$ cat config.mk
export PLATFORM = sky130hd
export DESIGN_NAME = z3_sched_flat
export DESIGN_NICKNAME = d
export VERILOG_FILES = /design/src/rtl/z3_sched_if.sv /design/src/rtl/z3_sched.sv /design/src/flat_wrapper.sv
export SDC_FILE = /design/constraint.sdc
export NUM_CORES = 2
export LEC_CHECK = 0
export BUFFER_PORTS_ARGS = -buffer_cell sky130_fd_sc_hd__buf_2
export CAP_MARGIN = 0
export CORE_MARGIN = 3
export CORE_UTILIZATION = 40
export DETAILED_ROUTE_END_ITERATION = 12
export PLACE_DENSITY = 0.63
export SLEW_MARGIN = 10
export SYNTH_ARGS = -nofsm -noshare
export SYNTH_HDL_FRONTEND = slang
export SYNTH_SLANG_ARGS = --single-unit
export TNS_END_PERCENT = 1
$ cat constraint.sdc
create_clock -name clk -period 18.5 [get_ports clk]
set_input_delay 1.85 -clock clk [delete_from_list [all_inputs] [get_ports clk]]
set_output_delay 1.85 -clock clk [all_outputs]
set_load 0.02 [all_outputs]
$ cat src/rtl/z3_sched_if.sv
// Bus bundle for the z3 output-layer scheduler: run control, activations,
// weight-memory read port and the result handshake.
interface z3_sched_if #(
    parameter int AW = 6
);
    logic               start;
    logic signed [31:0] a2_1;
    logic signed [31:0] a2_2;
    logic signed [31:0] a2_3;
    logic               w_rd;
    logic [AW-1:0]      w_addr;
    logic signed [31:0] w_data;
    logic               busy;
    logic               out_valid;
    logic               out_ready;
    logic [7:0]         z3;
    logic [3:0]         out_idx;
    logic               done;

    // Environment side: issues runs, serves weight reads, consumes results.
    modport master (
        output start, a2_1, a2_2, a2_3, w_data, out_ready,
        input  w_rd, w_addr, busy, out_valid, z3, out_idx, done
    );

    // Scheduler side.
    modport slave (
        input  start, a2_1, a2_2, a2_3, w_data, out_ready,
        output w_rd, w_addr, busy, out_valid, z3, out_idx, done
    );
endinterface

$ cat src/rtl/z3_sched.sv
// Output-layer neuron scheduler: for each of N_OUT neurons fetch bias and
// three weights, accumulate bias + sum(a2_k * w3_k) in Q.24, saturate to
// Q4.4 and present the result on a valid/ready handshake.
module z3_sched #(
    parameter int N_OUT = 2,
    parameter int AW    = 6
) (
    input  logic       clk,
    input  logic       reset,
    z3_sched_if.slave  bus
);
    typedef enum logic [2:0] {
        S_IDLE,
        S_FETCH,
        S_DRAIN,
        S_OUTPUT,
        S_DONE
    } state_t;

    localparam logic [3:0] N_LAST = 4'(N_OUT - 1);

    // +/-8.0 in Q.24, the Q4.4 representable range limits.
    localparam logic signed [39:0] SAT_HI = 40'sh00_0800_0000;
    localparam logic signed [39:0] SAT_LO = -40'sh00_0800_0000;

    state_t             state_q, state_d;
    logic [1:0]         k_q, k_d;
    logic [3:0]         n_q, n_d;
    logic signed [31:0] a2_1_q, a2_1_d;
    logic signed [31:0] a2_2_q, a2_2_d;
    logic signed [31:0] a2_3_q, a2_3_d;
    logic               rd_vld_q, rd_vld_d;
    logic [1:0]         rd_k_q, rd_k_d;
    logic signed [39:0] acc_q, acc_d;
    logic [7:0]         z3_q, z3_d;

    logic signed [31:0] a2_sel;
    logic signed [63:0] prod;
    logic signed [39:0] prod_sh;
    logic [23:0]        prod_frac_unused;

    // Q.24 accumulator to Q4.4 with clamping outside [-8.0, 8.0).
    function automatic logic [7:0] sat_q44(input logic signed [39:0] a);
        if (a >= SAT_HI)
            return 8'h7F;
        else if (a < SAT_LO)
            return 8'h80;
        else
            return a[27:20];
    endfunction

    // Full-width signed product; dropping the low 24 bits is an arithmetic
    // shift right by 24 (floor), and the kept 40 bits cannot overflow.
    always_comb begin
        case (rd_k_q)
            2'd1:    a2_sel = a2_1_q;
            2'd2:    a2_sel = a2_2_q;
            default: a2_sel = a2_3_q;
        endcase
        prod = a2_sel * bus.w_data;
        {prod_sh, prod_frac_unused} = prod;
    end

    // Next-state, datapath updates and result capture.
    always_comb begin
        state_d  = state_q;
        k_d      = k_q;
        n_d      = n_q;
        a2_1_d   = a2_1_q;
        a2_2_d   = a2_2_q;
        a2_3_d   = a2_3_q;
        z3_d     = z3_q;
        acc_d    = acc_q;
        // Read data returns one cycle after the strobe; track which term it is.
        rd_vld_d = (state_q == S_FETCH);
        rd_k_d   = k_q;

        if (rd_vld_q) begin
            if (rd_k_q == 2'd0)
                acc_d = 40'(bus.w_data);
            else
                acc_d = acc_q + prod_sh;
        end

        case (state_q)
            S_IDLE: begin
                if (bus.start) begin
                    a2_1_d  = bus.a2_1;
                    a2_2_d  = bus.a2_2;
                    a2_3_d  = bus.a2_3;
                    n_d     = 4'd0;
                    k_d     = 2'd0;
                    state_d = S_FETCH;
                end
            end
            S_FETCH: begin
                k_d = k_q + 2'd1;
                if (k_q == 2'd3)
                    state_d = S_DRAIN;
            end
            S_DRAIN: begin
                // Last weight term lands this cycle; capture the final result.
                z3_d    = sat_q44(acc_d);
                state_d = S_OUTPUT;
            end
            S_OUTPUT: begin
                if (bus.out_ready) begin
                    if (n_q == N_LAST) begin
                        state_d = S_DONE;
                    end else begin
                        n_d     = n_q + 4'd1;
                        k_d     = 2'd0;
                        state_d = S_FETCH;
                    end
                end
            end
            S_DONE: begin
                state_d = S_IDLE;
            end
            default: begin
                state_d = S_IDLE;
            end
        endcase
    end

    // State and datapath registers; reset wins over any start request.
    always_ff @(posedge clk) begin
        if (reset) begin
            state_q  <= S_IDLE;
            k_q      <= 2'd0;
            n_q      <= 4'd0;
            a2_1_q   <= '0;
            a2_2_q   <= '0;
            a2_3_q   <= '0;
            rd_vld_q <= 1'b0;
            rd_k_q   <= 2'd0;
            acc_q    <= '0;
            z3_q     <= 8'h00;
        end else begin
            state_q  <= state_d;
            k_q      <= k_d;
            n_q      <= n_d;
            a2_1_q   <= a2_1_d;
            a2_2_q   <= a2_2_d;
            a2_3_q   <= a2_3_d;
            rd_vld_q <= rd_vld_d;
            rd_k_q   <= rd_k_d;
            acc_q    <= acc_d;
            z3_q     <= z3_d;
        end
    end

    // Outputs decoded from state so they are glitch-free relative to the FSM.
    always_comb begin
        bus.w_rd      = (state_q == S_FETCH);
        bus.w_addr    = (state_q == S_FETCH) ? AW'({n_q, k_q}) : '0;
        bus.busy      = (state_q == S_FETCH) || (state_q == S_DRAIN) ||
                        (state_q == S_OUTPUT);
        bus.out_valid = (state_q == S_OUTPUT);
        bus.z3        = z3_q;
        bus.out_idx   = n_q;
        bus.done      = (state_q == S_DONE);
    end
endmodule
$ cat src/flat_wrapper.sv
// flat-port wrapper written by rule: the top's interface ports become plain ports
module z3_sched_flat 
#(
    parameter int N_OUT = 2,
    parameter int AW    = 6
)
  (clk, reset, bus_start, bus_a2_1, bus_a2_2, bus_a2_3, bus_w_data, bus_out_ready, bus_w_rd, bus_w_addr, bus_busy, bus_out_valid, bus_z3, bus_out_idx, bus_done);
  z3_sched_if #(.AW(AW)) bus_i ();
  input  logic clk;
  input  logic reset;
  input wire logic [$bits(bus_i.start)-1:0] bus_start;
  input wire logic [$bits(bus_i.a2_1)-1:0] bus_a2_1;
  input wire logic [$bits(bus_i.a2_2)-1:0] bus_a2_2;
  input wire logic [$bits(bus_i.a2_3)-1:0] bus_a2_3;
  input wire logic [$bits(bus_i.w_data)-1:0] bus_w_data;
  input wire logic [$bits(bus_i.out_ready)-1:0] bus_out_ready;
  output wire logic [$bits(bus_i.w_rd)-1:0] bus_w_rd;
  output wire logic [$bits(bus_i.w_addr)-1:0] bus_w_addr;
  output wire logic [$bits(bus_i.busy)-1:0] bus_busy;
  output wire logic [$bits(bus_i.out_valid)-1:0] bus_out_valid;
  output wire logic [$bits(bus_i.z3)-1:0] bus_z3;
  output wire logic [$bits(bus_i.out_idx)-1:0] bus_out_idx;
  output wire logic [$bits(bus_i.done)-1:0] bus_done;
  assign bus_i.start = bus_start;
  assign bus_i.a2_1 = bus_a2_1;
  assign bus_i.a2_2 = bus_a2_2;
  assign bus_i.a2_3 = bus_a2_3;
  assign bus_i.w_data = bus_w_data;
  assign bus_i.out_ready = bus_out_ready;
  assign bus_w_rd = bus_i.w_rd;
  assign bus_w_addr = bus_i.w_addr;
  assign bus_busy = bus_i.busy;
  assign bus_out_valid = bus_i.out_valid;
  assign bus_z3 = bus_i.z3;
  assign bus_out_idx = bus_i.out_idx;
  assign bus_done = bus_i.done;
  z3_sched #(.N_OUT(N_OUT), .AW(AW)) u_core (.clk(clk), .reset(reset), .bus(bus_i));
endmodule
## Word-level counts from Yosys, hierarchy flattened

Cells that the tools add are included.

| cells by class | value |
|---|---|
| $add $sub $neg | 3 |
| equal/unequal tests | 12 |
| $lt $le $gt $ge | 2 |
| multipliers | 1 |
| mux-type cells | 19 |
| reduce and logical (&&, ||, !) cells | 10 |

Operators by type and width:

| operator | number |
|---|---|
| $mux W40 | 2 |
| $mul A32 B32 Y64 | 1 |
| $pmux W32 S2 | 1 |
| $add A40 B40 Y40 | 1 |
| $ge A40 B29 Y1 const B | 1 |
| $lt A40 B28 Y1 const B | 1 |
| $mux W8 | 2 |
| $mux W3 | 4 |
| $mux W4 | 3 |
| $pmux W3 S4 | 1 |
| $pmux W4 S2 | 1 |
| $reduce_and A4 Y1 | 2 |
| $eq A3 B2 Y1 const B | 2 |
| $mux W2 | 3 |
| $mux W6 | 1 |
| $ne A2 B2 Y1 const B | 3 |
| $pmux W2 S3 | 1 |
| $add A4 B1 Y4 const B | 1 |
| $eq A2 B2 Y1 const B | 2 |
| $eq A4 B1 Y1 const B | 1 |
| $eq A3 B1 Y1 const B | 1 |
| $eq A3 B3 Y1 const B | 1 |
| $logic_not A3 Y1 | 1 |
| $reduce_and A3 Y1 | 1 |
| 8 further kinds | 9 |

| word-level totals | value |
|---|---|
| bits in registers | 156 |
| logic and storage cells | 57 |

## Logic depth before layout (Yosys ltp)

| logic depth | value |
|---|---|
| word-level depth | 9 |
| mapped depth | 51 |
| depth with buffers taken out | 47 |

## Worst setup path before layout

OpenSTA, ideal clock, no wires.

| timing | value |
|---|---|
| path kind | input to register |
| from | input port bus_w_data[2] |
| to | register u_core.z3_q[0] (netlist: u_core.bus.z3[0]) |
| library setup time | 0.117 ns |
| arrival time | 11.453 ns |
| cell stages on the path | 37 |
| buffers on the path | 1 |
| required time | 18.383 ns |
| setup slack | 6.930 ns |
| cell sequence | clkbuf_1 nand2_1 inv_1 fa_1 fa_1 fa_1 fa_1 inv_1 fa_1 inv_1 fa_1 fa_1 fa_1 ha_1 a21oi_1 nor2b_1 o21ai_0 nand2b_1 nor2_1 and3_1 nor3b_1 or2_1 a21oi_1 o31a_1 o21ba_1 xnor2_1 ha_1 and3_1 and3_1 a221oi_1 nand3_1 xnor2_1 o2111a_1 nand4_1 nor4_2 o21ai_0 a22o_1 |

| on the way | value |
|---|---|
| cells in the longest elaborated chain, start to end | 7 |
| elaborated cells between the ends (all ways) | 8 |

RTL lines:

| what | RTL line | text |
|---|---|---|
| start, declared | flat_wrapper.sv:15 | `input wire logic [$bits(bus_i.w_data)-1:0] bus_w_data;` |
| $mul A32 B32 Y64 | z3_sched.sv:60 | `prod = a2_sel * bus.w_data;` |
| $add A40 B40 Y40 | z3_sched.sv:82 | `acc_d = acc_q + prod_sh;` |
| $mux W40 * | z3_sched.sv:79 | `if (rd_k_q == 2'd0)` |
| $mux W40 * | z3_sched.sv:78 | `if (rd_vld_q) begin` |
| $lt A40 B28 Y1 | z3_sched.sv:46 | `else if (a < SAT_LO)` |
| $mux W8 | z3_sched.sv:46 |  |
| $mux W8 * | z3_sched.sv:44 | `if (a >= SAT_HI)` |
| end signal, assigned | z3_sched.sv:149 | `z3_q <= z3_d;` |
| end, declared | z3_sched.sv:35 | `logic [7:0] z3_q, z3_d;` |

Mark *: on every way between the ends. The rest lies on a longest branch, timed or not.
A chain may end at the register's enable or synchronous reset.

## Final worst setup path

| timing | value |
|---|---|
| from | register u_core.rd_k_q[1] |
| to | register u_core.z3_q[4] (netlist: u_core.bus.z3[4]) |

| on the way | value |
|---|---|
| cells in the longest elaborated chain, start to end | 9 |
| elaborated cells between the ends (all ways) | 12 |

RTL lines:

| what | RTL line | text |
|---|---|---|
| start, declared | z3_sched.sv:33 | `logic [1:0] rd_k_q, rd_k_d;` |
| start signal, assigned | z3_sched.sv:147 | `rd_k_q <= rd_k_d;` |
| $eq A2 B2 Y1 or $eq A2 B1 Y1 (tied branches) | z3_sched.sv:55 | `case (rd_k_q)` |
| $pmux W32 S2 | z3_sched.sv:55 |  |
| $mul A32 B32 Y64 | z3_sched.sv:60 |  |
| $add A40 B40 Y40 | z3_sched.sv:82 |  |
| $mux W40 * | z3_sched.sv:79 |  |
| $mux W40 * | z3_sched.sv:78 |  |
| $lt A40 B28 Y1 | z3_sched.sv:46 |  |
| $mux W8 | z3_sched.sv:46 |  |
| $mux W8 * | z3_sched.sv:44 |  |

Marks and branches as above.

==> results_tabular.tex <==
\begin{tabular}{lr}
\hline
Metric & Value \\
\hline
\multicolumn{2}{l}{\textbf{Clock tree}} \\
Clock insertion delay at the later pin of the skew report & 0.44 ns \\
Cts repair resizes & 0 \\
Clock tree from TritonCTS & done \\
Clock tree sinks & 156 \\
Post-CTS Repair Setup Buffers & 0 \\
Maximum level of the CTS H-tree & 4 \\
Clock-pin slew on the worst setup and hold paths & 0.07 ns \\
Number of buffers added to fix hold violations after cts & 0 \\
Buffer levels on the longest clock path & 2 \\
Cell at the root of the clock tree & clkbuf\_16 \\
Number of CTS-inserted buffers & 17 \\
\multicolumn{2}{l}{\textbf{STA}} \\
Final clock period utilization by the worst path & 70.72\% \\
Upper clock frequency limit & 76.44 MHz \\
Final-report hold violation count & 0 \\
Setup skew after layout & 0.01311 ns \\
RSZ-0062 raised after global routing & false \\
Total Negative Setup Slacks & 0 ns \\
Minimum period implied by the final worst setup slack & 13.08 ns \\
Slew headroom & 22.85\% \\
Final Max Slew Viols & 0 \\
Slew of the pin with the lowest slew margin & 1.157 ns \\
Final Setup Violations & 0 \\
\multicolumn{2}{l}{\textbf{Synth}} \\
Portion of synthesized cell area occupied by the leading cell type & 49.01\% \\
Cells taking the most area after synthesis & fa\_1 (49\%), inv\_1 (8.2\%), and2\_1 (7.7\%), dfxtp\_1 (7.1\%), ha\_1 (6.7\%) \\
Register bit count reported by yosys & 156 \\
Post-Syn Instances & 4,915 \\
Most area-hungry cell type in the Yosys netlist & fa\_1 \\
Mapped Area & 44,200 um\^{}2 \\
Post-Synthesis Mean Instance Area & 8.993 um\^{}2 \\
Sequential cell area fraction in the yosys report & 7.065\% \\
Number of distinct library cells after synthesis & 77 \\
Async set-reset flop share out of synthesis & 0\% \\
Prevailing post-synth register cell & dfxtp\_1 \\
Yosys Warn Count & 0 \\
Most used standard cells in the synthesized netlist & fa\_1 (1,082), inv\_1 (961), nand2\_1 (740) \\
Most frequent cell after synthesis & fa\_1 \\
Number of enable flip-flop cells after synthesis & 0 \\
Net Count, Synth & 6,364 \\
\multicolumn{2}{l}{\textbf{Setup path}} \\
Depth of the worst register-to-register path & 41 \\
Kind of critical path & register to register \\
Worst endpoint data arrival time & 13.41 ns \\
Slowest CP cell & fa\_1 \\
Setup slack of the worst register-to-register path & 5.42 ns \\
Maximum cell stage delay along the critical path & 0.90 ns \\
Worst Setup Start Kind & register \\
Data required, critical path & 18.83 ns \\
Worst path depth & 41 \\
Critical Path Sink Type & register \\
Buffer and inverter count on the worst path & 6 \\
Crit path top cell by count & fa\_1 \\
Largest fanout on the critical path & 64 \\
Cell type group with the largest total delay on the critical path & adder cells \\
\multicolumn{2}{l}{\textbf{Drt}} \\
Aggregate routed wire length & 114.1 mm \\
Average routed wire per standard cell & 17.96 um \\
Final antenna-violating net count & 0 \\
Routed length on met1 & 47.32 mm \\
Met2 wire length & 58.63 mm \\
Top Layer Used & met5 \\
Detailed-route via count & 32.38k \\
Iter 0 DRT Violations & 1,687 \\
1st-pass router iterations & 7 \\
DR DRC count & 0 \\
Via-per-instance ratio & 5.098 \\
Met3 wirelength from detailed routing & 5.002 mm \\
\multicolumn{2}{l}{\textbf{Hold path}} \\
Path class of the lowest-slack min-delay path & register to register \\
WHS Path Cells & 2 \\
\multicolumn{2}{l}{\textbf{Placement}} \\
HPWL after DPL & 89.21 mm \\
Last weighted congestion value of the routability-driven placer & 0.8910 \\
Port-buffer cells & 153 \\
\multicolumn{2}{l}{\textbf{Cells and area}} \\
Share of layout cells above drive strength 1 & 6.214\% \\
Syn-to-layout area delta & 6.185\% \\
Combined flip-flop and latch cell area & 3124 um\^{}2 \\
Final nets & 6,314 \\
Filler instances & 10.87k \\
Inserted Diodes & 0 \\
Area of the multi-input gates & 36,540 um\^{}2 \\
\multicolumn{2}{l}{\textbf{Floorplan}} \\
Chip Height & 338.4 um \\
Effective utilization at floorplan & 40.44\% \\
Core box area & 109,300 um\^{}2 \\
Num ports & 154 \\
Die Footprint & 114,500 um\^{}2 \\
Overall die width & 338.4 um \\
Rows & 121 \\
\multicolumn{2}{l}{\textbf{GRT}} \\
Global-route wire length before repair & 188.5 mm \\
Number of antenna violations at the first check in global routing & 2 \\
Total Routing Usage GR & 20.47\% \\
Pin count of the biggest net entering global routing & 101 \\
Vias in the first global route & 35.36k \\
Final global-route overflow total & 0 \\
\multicolumn{2}{l}{\textbf{Flow run}} \\
Number of violations of the max-capacitance limit & 0 \\
\multicolumn{2}{l}{\textbf{Status}} \\
Status & finished clean \\
\hline
\end{tabular}
==> tightest hold or removal path, cell delays in order (launching register included) <==
cell and delay [ns]:
dfxtp_1 0.31, nand2_1 0.05, a21oi_1 0.05
==> final cells by class <==
class                      count  share of cell area [%]
multi-input combinational   3521                   77.86
inverter                     961                   7.686
sequential                   156                   6.657
tap                         1476                   3.935
timing repair buffer         208                   2.517
clock buffer                  19                  0.9437
clock inverter                11                  0.4079
==> cell families after synthesis <==
group / after synthesis / synth area share, %
and+or+nand+nor: 1595 / 17.51
adders and majority gates: 1317 / 55.66
buffers and inverters: 1238 / 10.56
AOI/OAI and AO/OA: 513 / 7.275
DFF: 156 / 7.065
xor gates and xnor gates: 86 / 1.704
muxes: 10 / 0.2321
==> final timing paths <==
check / startpoint / end
worst min-delay path: u_core.a2_3_q[17]$_SDFFE_PP0P_ / u_core.a2_3_q[17]$_SDFFE_PP0P_
worst max-delay path: u_core.rd_k_q[1]$_SDFF_PP0_ / u_core.bus.z3[4]$_SDFFE_PP0P_
worst min register to register: u_core.a2_3_q[17]$_SDFFE_PP0P_ / u_core.a2_3_q[17]$_SDFFE_PP0P_
worst max register to register: u_core.rd_k_q[1]$_SDFF_PP0_ / u_core.bus.z3[4]$_SDFFE_PP0P_
==> per-layer routing <==
metal | up-vias | track usage [%]
met1 | 16990 | 26.47
met4 | 2 | 5.167
li1 | 14520 | -
met2 | 708 | 36.59
met3 | 165 | 2.239
met5 | - | 0
==> stage by stage <==
| step | utilization, % | setup slack, ns | instances | cell area (um^2) | hold slack, ns |
|---|---|---|---|---|---|
| 2_1_floorplan | - | 6.930 | 4915 | 44200 | 0.4360 |
| 6_report | 42.94 | 5.417 | 6352 | 46940 | 0.4541 |
| 3_5_place_dp | 42.36 | 5.189 | 6322 | 46300 | 0.4463 |
| 3_3_place_gp | 42.36 | 5.286 | 6322 | 46300 | 0.4432 |
| 4_1_cts | 42.94 | 5.492 | 6352 | 46940 | 0.4548 |
| 5_1_grt | 42.94 | 4.471 | 6352 | 46940 | 0.4683 |
==> registers in the layout, summed over array words and instances, names as in the netlist <==
| signal | cells |
|---|---|
| u_core.state_q | 3 |
| u_core.acc_q | 40 |
| u_core.rd_vld_q | 1 |
| u_core.rd_k_q | 2 |
| u_core.a2_2_q | 32 |
| u_core.k_q | 2 |
| u_core.a2_1_q | 32 |
| u_core.a2_3_q | 32 |
| u_core.bus.z3 | 8 |
| u_core.bus.out_idx | 4 |
==> placed cells by master, fill, tap and decap left out, drive strengths merged, types with 10 or more instances in the layout <==
cell type	n
a211oi	14
dfxtp	156
a21o	35
and3	12
and2	545
a21oi	244
nand2b	17
fa	1082
buf	208
nor2b	28
nand2	741
o21a	13
ha	235
xor2	27
nand3	22
or2	11
clkbuf	19
a22oi	35
nor2	157
nand4	20
xnor2	59
a31oi	10
o211ai	31
nor3	17
inv	962
o21ai	73
Power is not shown: default switching activity piles up to over one toggle a cycle in this logic, so the estimate is an artifact.
